<file path="src/rtl/control_unit.sv">
// Multi-cycle sequencer for the 8-bit accumulator CPU: FETCH/EXEC/HALT FSM,
// instruction register, program counter and latched Z/N/C flags.
module control_unit (
  input  logic        clk,
  input  logic        rst,
  input  logic [15:0] instr,
  input  logic        alu_z,
  input  logic        alu_n,
  input  logic        alu_c,
  output logic [7:0]  pc,
  output logic [7:0]  lit,
  output logic [1:0]  sel_a,
  output logic [1:0]  sel_b,
  output logic [2:0]  alu_op,
  output logic        load_a,
  output logic        load_b,
  output logic        halted,
  output logic        illegal
);

  typedef enum logic [1:0] {FETCH, EXEC, HALT} state_t;

  localparam logic [2:0] OP_ADD = 3'b000;
  localparam logic [2:0] OP_SUB = 3'b001;
  localparam logic [2:0] OP_AND = 3'b010;
  localparam logic [2:0] OP_OR  = 3'b011;

  localparam logic [1:0] SA_A = 2'b00, SA_ONE = 2'b01, SA_ZERO = 2'b10;
  localparam logic [1:0] SB_B = 2'b00, SB_LIT = 2'b01, SB_ZERO = 2'b10;

  state_t      state, next_state;
  logic [15:0] ir;
  logic [7:0]  opcode;
  logic        flag_z, flag_n, flag_c;
  logic        update_flags, jump_taken, is_halt;
  logic        load_a_raw, load_b_raw, illegal_raw;

  assign opcode = ir[15:8];
  assign lit    = ir[7:0];
  assign halted = (state == HALT);

  // Reset masks the write strobes so an aborted EXEC leaves the datapath untouched.
  assign load_a  = load_a_raw  & ~rst;
  assign load_b  = load_b_raw  & ~rst;
  assign illegal = illegal_raw & ~rst;

  always_comb begin
    next_state   = state;
    sel_a        = SA_A;
    sel_b        = SB_B;
    alu_op       = OP_ADD;
    load_a_raw   = 1'b0;
    load_b_raw   = 1'b0;
    illegal_raw  = 1'b0;
    update_flags = 1'b0;
    jump_taken   = 1'b0;
    is_halt      = 1'b0;
    case (state)
      FETCH: next_state = EXEC;
      EXEC: begin
        next_state = FETCH;
        case (opcode)
          8'h00: ;
          8'h01: begin sel_a = SA_ZERO; sel_b = SB_B;   load_a_raw = 1'b1; end
          8'h02: begin sel_a = SA_A;    sel_b = SB_ZERO; load_b_raw = 1'b1; end
          8'h03: begin sel_a = SA_ZERO; sel_b = SB_LIT; load_a_raw = 1'b1; end
          8'h04: begin sel_a = SA_ZERO; sel_b = SB_LIT; load_b_raw = 1'b1; end
          8'h05: begin load_a_raw = 1'b1; update_flags = 1'b1; end
          8'h06: begin alu_op = OP_SUB; load_a_raw = 1'b1; update_flags = 1'b1; end
          8'h07: begin sel_a = SA_ONE; load_b_raw = 1'b1; update_flags = 1'b1; end
          8'h08: begin alu_op = OP_AND; load_a_raw = 1'b1; update_flags = 1'b1; end
          8'h09: begin alu_op = OP_OR;  load_a_raw = 1'b1; update_flags = 1'b1; end
          8'h0A: begin alu_op = OP_SUB; update_flags = 1'b1; end
          8'h0B: jump_taken = 1'b1;
          8'h0C: jump_taken = flag_z;
          8'h0D: jump_taken = ~flag_z;
          8'h0E: begin is_halt = 1'b1; next_state = HALT; end
          default: illegal_raw = 1'b1;
        endcase
      end
      HALT: next_state = HALT;
      default: next_state = FETCH;
    endcase
  end

  always_ff @(posedge clk) begin
    if (rst) begin
      state  <= FETCH;
      pc     <= 8'h00;
      ir     <= 16'h0000;
      flag_z <= 1'b0;
      flag_n <= 1'b0;
      flag_c <= 1'b0;
    end else begin
      state <= next_state;
      if (state == FETCH)
        ir <= instr;
      if (state == EXEC && !is_halt)
        pc <= jump_taken ? lit : pc + 8'd1;
      if (state == EXEC && update_flags) begin
        flag_z <= alu_z;
        flag_n <= alu_n;
        flag_c <= alu_c;
      end
    end
  end

endmodule
</file>
<file path="config.mk">
export PLATFORM = sky130hd
export DESIGN_NAME = control_unit
export DESIGN_NICKNAME = d
export VERILOG_FILES = /design/src/rtl/control_unit.sv
export SDC_FILE = /design/constraint.sdc
export NUM_CORES = 1
export LEC_CHECK = 0
export ABC_AREA = 0
export CAP_MARGIN = 30
export CORE_MARGIN = 10
export CORE_UTILIZATION = 45
export DETAILED_ROUTE_END_ITERATION = 10
export PLACE_DENSITY = 0.76
export SYNTH_ARGS = -nofsm -noshare
export SYNTH_HDL_FRONTEND = slang
export SYNTH_SLANG_ARGS = --single-unit
export TNS_END_PERCENT = 10
</file>
<file path="constraint.sdc">
create_clock -name clk -period 2.05 [get_ports clk]
set_input_delay 0.41 -clock clk [delete_from_list [all_inputs] [get_ports clk]]
set_output_delay 0.41 -clock clk [all_outputs]
set_load 0.03 [all_outputs]
</file>
== After elaboration in Yosys (flattened, before gate mapping) ==
Index checks and enable logic that the tools add are counted.
Word-level totals
  register bits after elaboration: 27
  input bits: 21
  output and inout bits: 27
Operators by class
  $add $sub $neg: 1
  equal/unequal tests: 16
  multiplexer cells: 21
  bitwise gates (word level): 5
  reduce and logical (&&, ||, !) cells: 12
Operator list (number)
  $eq 8x4->1 const B: 7
  $eq 8x3->1 const B: 4
  $eq 8x2->1 const B: 2
  $reduce_or 15->1: 1
  $pmux 2 s3: 2
  $reduce_or 6->1: 2
  $mux 1: 11
  $add 8x1->8 const B: 1
  $eq 8x1->1 const B: 1
  $logic_not 8->1: 1
  $mux 2: 4
  $mux 8: 1
  $pmux 2 s2: 2
  $reduce_or 3->1: 2
  $reduce_or 2->1: 2
  $and 1x1->1: 3
  $pmux 1 s3: 1
  $eq 2x1->1 const B: 1
  $eq 2x2->1 const B: 1
  $logic_and 1x1->1: 2
  $logic_not 2->1: 1
  $not 1->1: 2
  $logic_not 1->1: 1

== Logic depth before layout (Yosys ltp) ==
  depth in word-level cells: 5
  mapped depth: 6
  gate-level depth less buffers: 5

== Least setup slack after synthesis ==
No wires, ideal clock.
  path kind: reg-to-output
  from: register ir[9]
  to: output load_b
  arrival: 2.432 ns
  data required time: 1.640 ns
  path slack: -0.792 ns
  stages on the path, launching flop included: 5
  buffers on the path: 1
  path through: dfxtp_1 clkbuf_1 xor2_1 nand2_1 a2111oi_0
Between the ends
  cells in the longest elaborated chain, start to end: 5
Ends and longest elaborated chain
  start: declaration: line 32  | logic [15:0] ir;
  start signal: assignment: line 97  | ir <= instr;
  $eq 8x3->1 / $eq 8x2->1 (equally long branches): line 62  | case (opcode)
  $reduce_or 3->1 (no source line) *
  $mux 1 *: line 62
  $mux 1 *: line 58  | case (state)
  $and 1x1->1 *: line 44  | assign load_b = load_b_raw & ~rst;
  end: declaration: line 16  | output logic load_b,
Mark *: on every way between the ends. The rest lies on a longest branch, timed or not.

== Final worst setup path ==
  from: register ir[14]
  to: output sel_b[1]
Between the ends
  cells in the longest elaborated chain, start to end: 4
Ends and longest elaborated chain
  $eq 8x3->1 / $eq 8x2->1 (equally long branches): line 62
  $reduce_or 2->1 (no source line)
  $pmux 2 s2 *: line 62
  $mux 2 *: line 58
  end: declaration: line 13  | output logic [1:0] sel_b,
Marked as above.

==> flow_summary.yaml <==
status:
  status: "finished with violations"
  violations: "negative setup slack"
cts:
  cts.path.max_buffers: 2
  clkLatencyLatePin_ps: 340
  root_buffer: "clkbuf_4"
  path_clk_slew_ps: 160
  cts_made_buffers: 3
  cts.sinks: 27
  postCtsSetupBuffers: 0
  hold_buffers: 0
  cts_max_level: 1
  cts_tree: "done"
power:
  pwr-share-comb: 0.262
  vdd_drop_max_mv: 0.367
  leakagePower_nw: 0.846
  switching_share: 0.322
  switchingPower_mw: 0.367
  pwr-share-seq: 0.515
  p_clk_frac: 0.224
  p_per_area_nw_per_um2: 520
  internal-power_mw: 0.771
synth:
  syn_area_sq_um: 1620
  syn_avg_cell_area_sq_um: 7.52
  syn_nets: 237
  yosysSeqAreaShare: 0.334
  ys.flop_type: "dfxtp_1"
  ys_warn_count: 0
  synth_seq_cells: 27
  synth_edf_count: 0
  synthCells: 215
  synthArstFlopShare: 0
  yosysUniqueCellTypes: 45
die:
  core_area_sq_um: 3420
  initial_core_util: 0.473
  dieArea_sq_um: 6390
  io-pin-count: 48
  die_x_microns: 79.9
  rows: 21
  die_y_microns: 79.9
final_layout:
  drive_gt1_frac: 0.199
  final_util: 0.640
  final_area_sq_um: 2190
  area_growth_pct: 35.3
  nets: 279
  antennaDiodeCount: 0
  instances_no_fill: 302
global_routing:
  grt_max_degree: 18
  overflow: 0
  grt_usage: 0.129
  grtUsageMet2: 0.216
  grt_first_pass_wirelength_microns: 6940
  antenna_found_initial: 0
  grt_pass1_vias: 1553
  use_met1: 0.153
  use_met3: 0.0450
  busiest_layer: "met2"
setup_path:
  cp_max_fo: 4
  worstRegToRegCells: 4
  critPathLaunchType: "flop"
  end_kind: "output port"
  crit_required_ps: 1640
  arrival_ps: 1790
  path_class: "flop to output port"
timing:
  clock_skew_ps: 2.78
  clock.fmax_mhz: 454
  layout_min_cycle_time_ps: 2200
  worst_slack_ps: -153
  hold_violations: 0
  drv_slew: 0
  setup_violations: 5
  finalCritPeriodShare: 1.07
  tns_ps: -215
  grt_setup_unrepaired: "true"
placed_design:
  place_ws_ps: 117
  numPortBuffers: 44
  place.gp.congestion: 0.844
  place_area_sq_um: 2110
  dp_cells: 298
  hpwl_microns: 3110
route:
  routedWlPerCell_microns: 13.8
  avgViaCountPerCell: 5.39
  dr.pass1.iters: 4
  ant_nets: 0
  drc: 0
  num_vias: 1627
  routed_wl_microns: 4160
  drtIter0Drc: 126
min_path:
  hp-class: "flop to flop"
  min_path_cells: 2
flow_run:
  maxCapViolations: 0
[sequential cells by signal, indices dropped and copies added, names as in the netlist]
signal and cells:
ir 16, pc 8, state 2, flag_z 1
[timing repair]
item                       in CTS  in global routing
setup endpoints to repair       9                 10
cloned                          0                  0
gates resized for setup         9                  5
pin swaps                       2                  2
[worst paths after layout]
path,startpoint,slack [ps],to
max,ir[14],-150,sel_b[1]
min,ir[3],480,ir[3]
max reg2reg,ir[9],290,pc[6]
min reg2reg,ir[3],480,ir[3]
[critical path, cell delays in order, from the launching register on]
cell,delay (ps)
dfxtp_2,360
nor4_4,270
nand2_1,130
or2_4,270
nor4b_4,220
buf_4,200
[kinds of logic after synthesis]
| group | after synthesis | share of synthesized area |
|---|---|---|
| other cells | 1 | 0.00232 |
| buf+inv | 33 | 0.104 |
| simple gates | 98 | 0.318 |
| fa+ha+maj | 1 | 0.00774 |
| flops | 27 | 0.334 |
| compound gates | 53 | 0.222 |
| xor+xnor | 2 | 0.0108 |
[metrics by stage]
stage                     power, mW  hold WS (ps)
after global routing           1.19           501
after CTS                      1.14           489
after floorplan               0.775           450
after global placement        0.881           468
after detailed placement      0.884           469
final                          1.14           485
[per-layer routing]
layer | share of wire | vias to the layer above
met5 | 0 | -
met4 | 0.0058 | 0
met3 | 0.080 | 2
met2 | 0.48 | 52
met1 | 0.43 | 734
li1 | - | 839
[layout by cell type, fill, tap and decap left out, types with 4 or more instances in the layout]
master / netlist / final
inv_1: 7 / 7
nand4_1: 4 / 4
nor2b_1: 4 / 4
a31oi_1: 5 / 5
a21oi_1: 23 / 23
a311oi_1: 5 / 5
clkdlybuf4s50_1: 0 / 34
dfxtp_1: 27 / 21
a22oi_1: 5 / 5
buf_4: 9 / 28
nand2_1: 38 / 38
nand2b_1: 9 / 9
nor2_1: 9 / 9
nand3_1: 12 / 12
dfxtp_2: 0 / 4
nor3_1: 4 / 4
[cell usage after synthesis, types with 3 or more instances]
master / instances / area share
or3_1: 3 / 0.012
buf_2: 3 / 0.0093
clkbuf_1: 10 / 0.023
a22oi_1: 5 / 0.023
a31oi_1: 5 / 0.019
nand3_1: 12 / 0.037
nand2b_1: 9 / 0.035
a311oi_1: 5 / 0.027
nor3_1: 4 / 0.012
nand2_1: 38 / 0.088
nor4_1: 3 / 0.012
buf_1: 3 / 0.0070
inv_1: 7 / 0.016
buf_4: 9 / 0.042
nand4_1: 4 / 0.015
dfxtp_1: 27 / 0.33
nor2_1: 9 / 0.021
nor2b_1: 4 / 0.015
a21oi_1: 23 / 0.071
[final cells by class]
type,count,area [sq um]
repair buffers,63,563
clock buffers,3,22.5
flip-flops and latches,27,553
clock inverters,1,8.76
multi-input cells,155,956
fillers,313,1230
inverters,7,26.3
well taps,46,57.6
[power groups by stage]
stage	clock (mW)	combinational, mW	sequential [mW]
4_1_cts	0.260	0.295	0.585
6_report	0.255	0.297	0.585
3_5_place_dp	0	0.288	0.596
5_1_grt	0.274	0.324	0.591
3_3_place_gp	0	0.286	0.595
2_1_floorplan	0	0.183	0.592
Power figures use the tool's default switching activity.
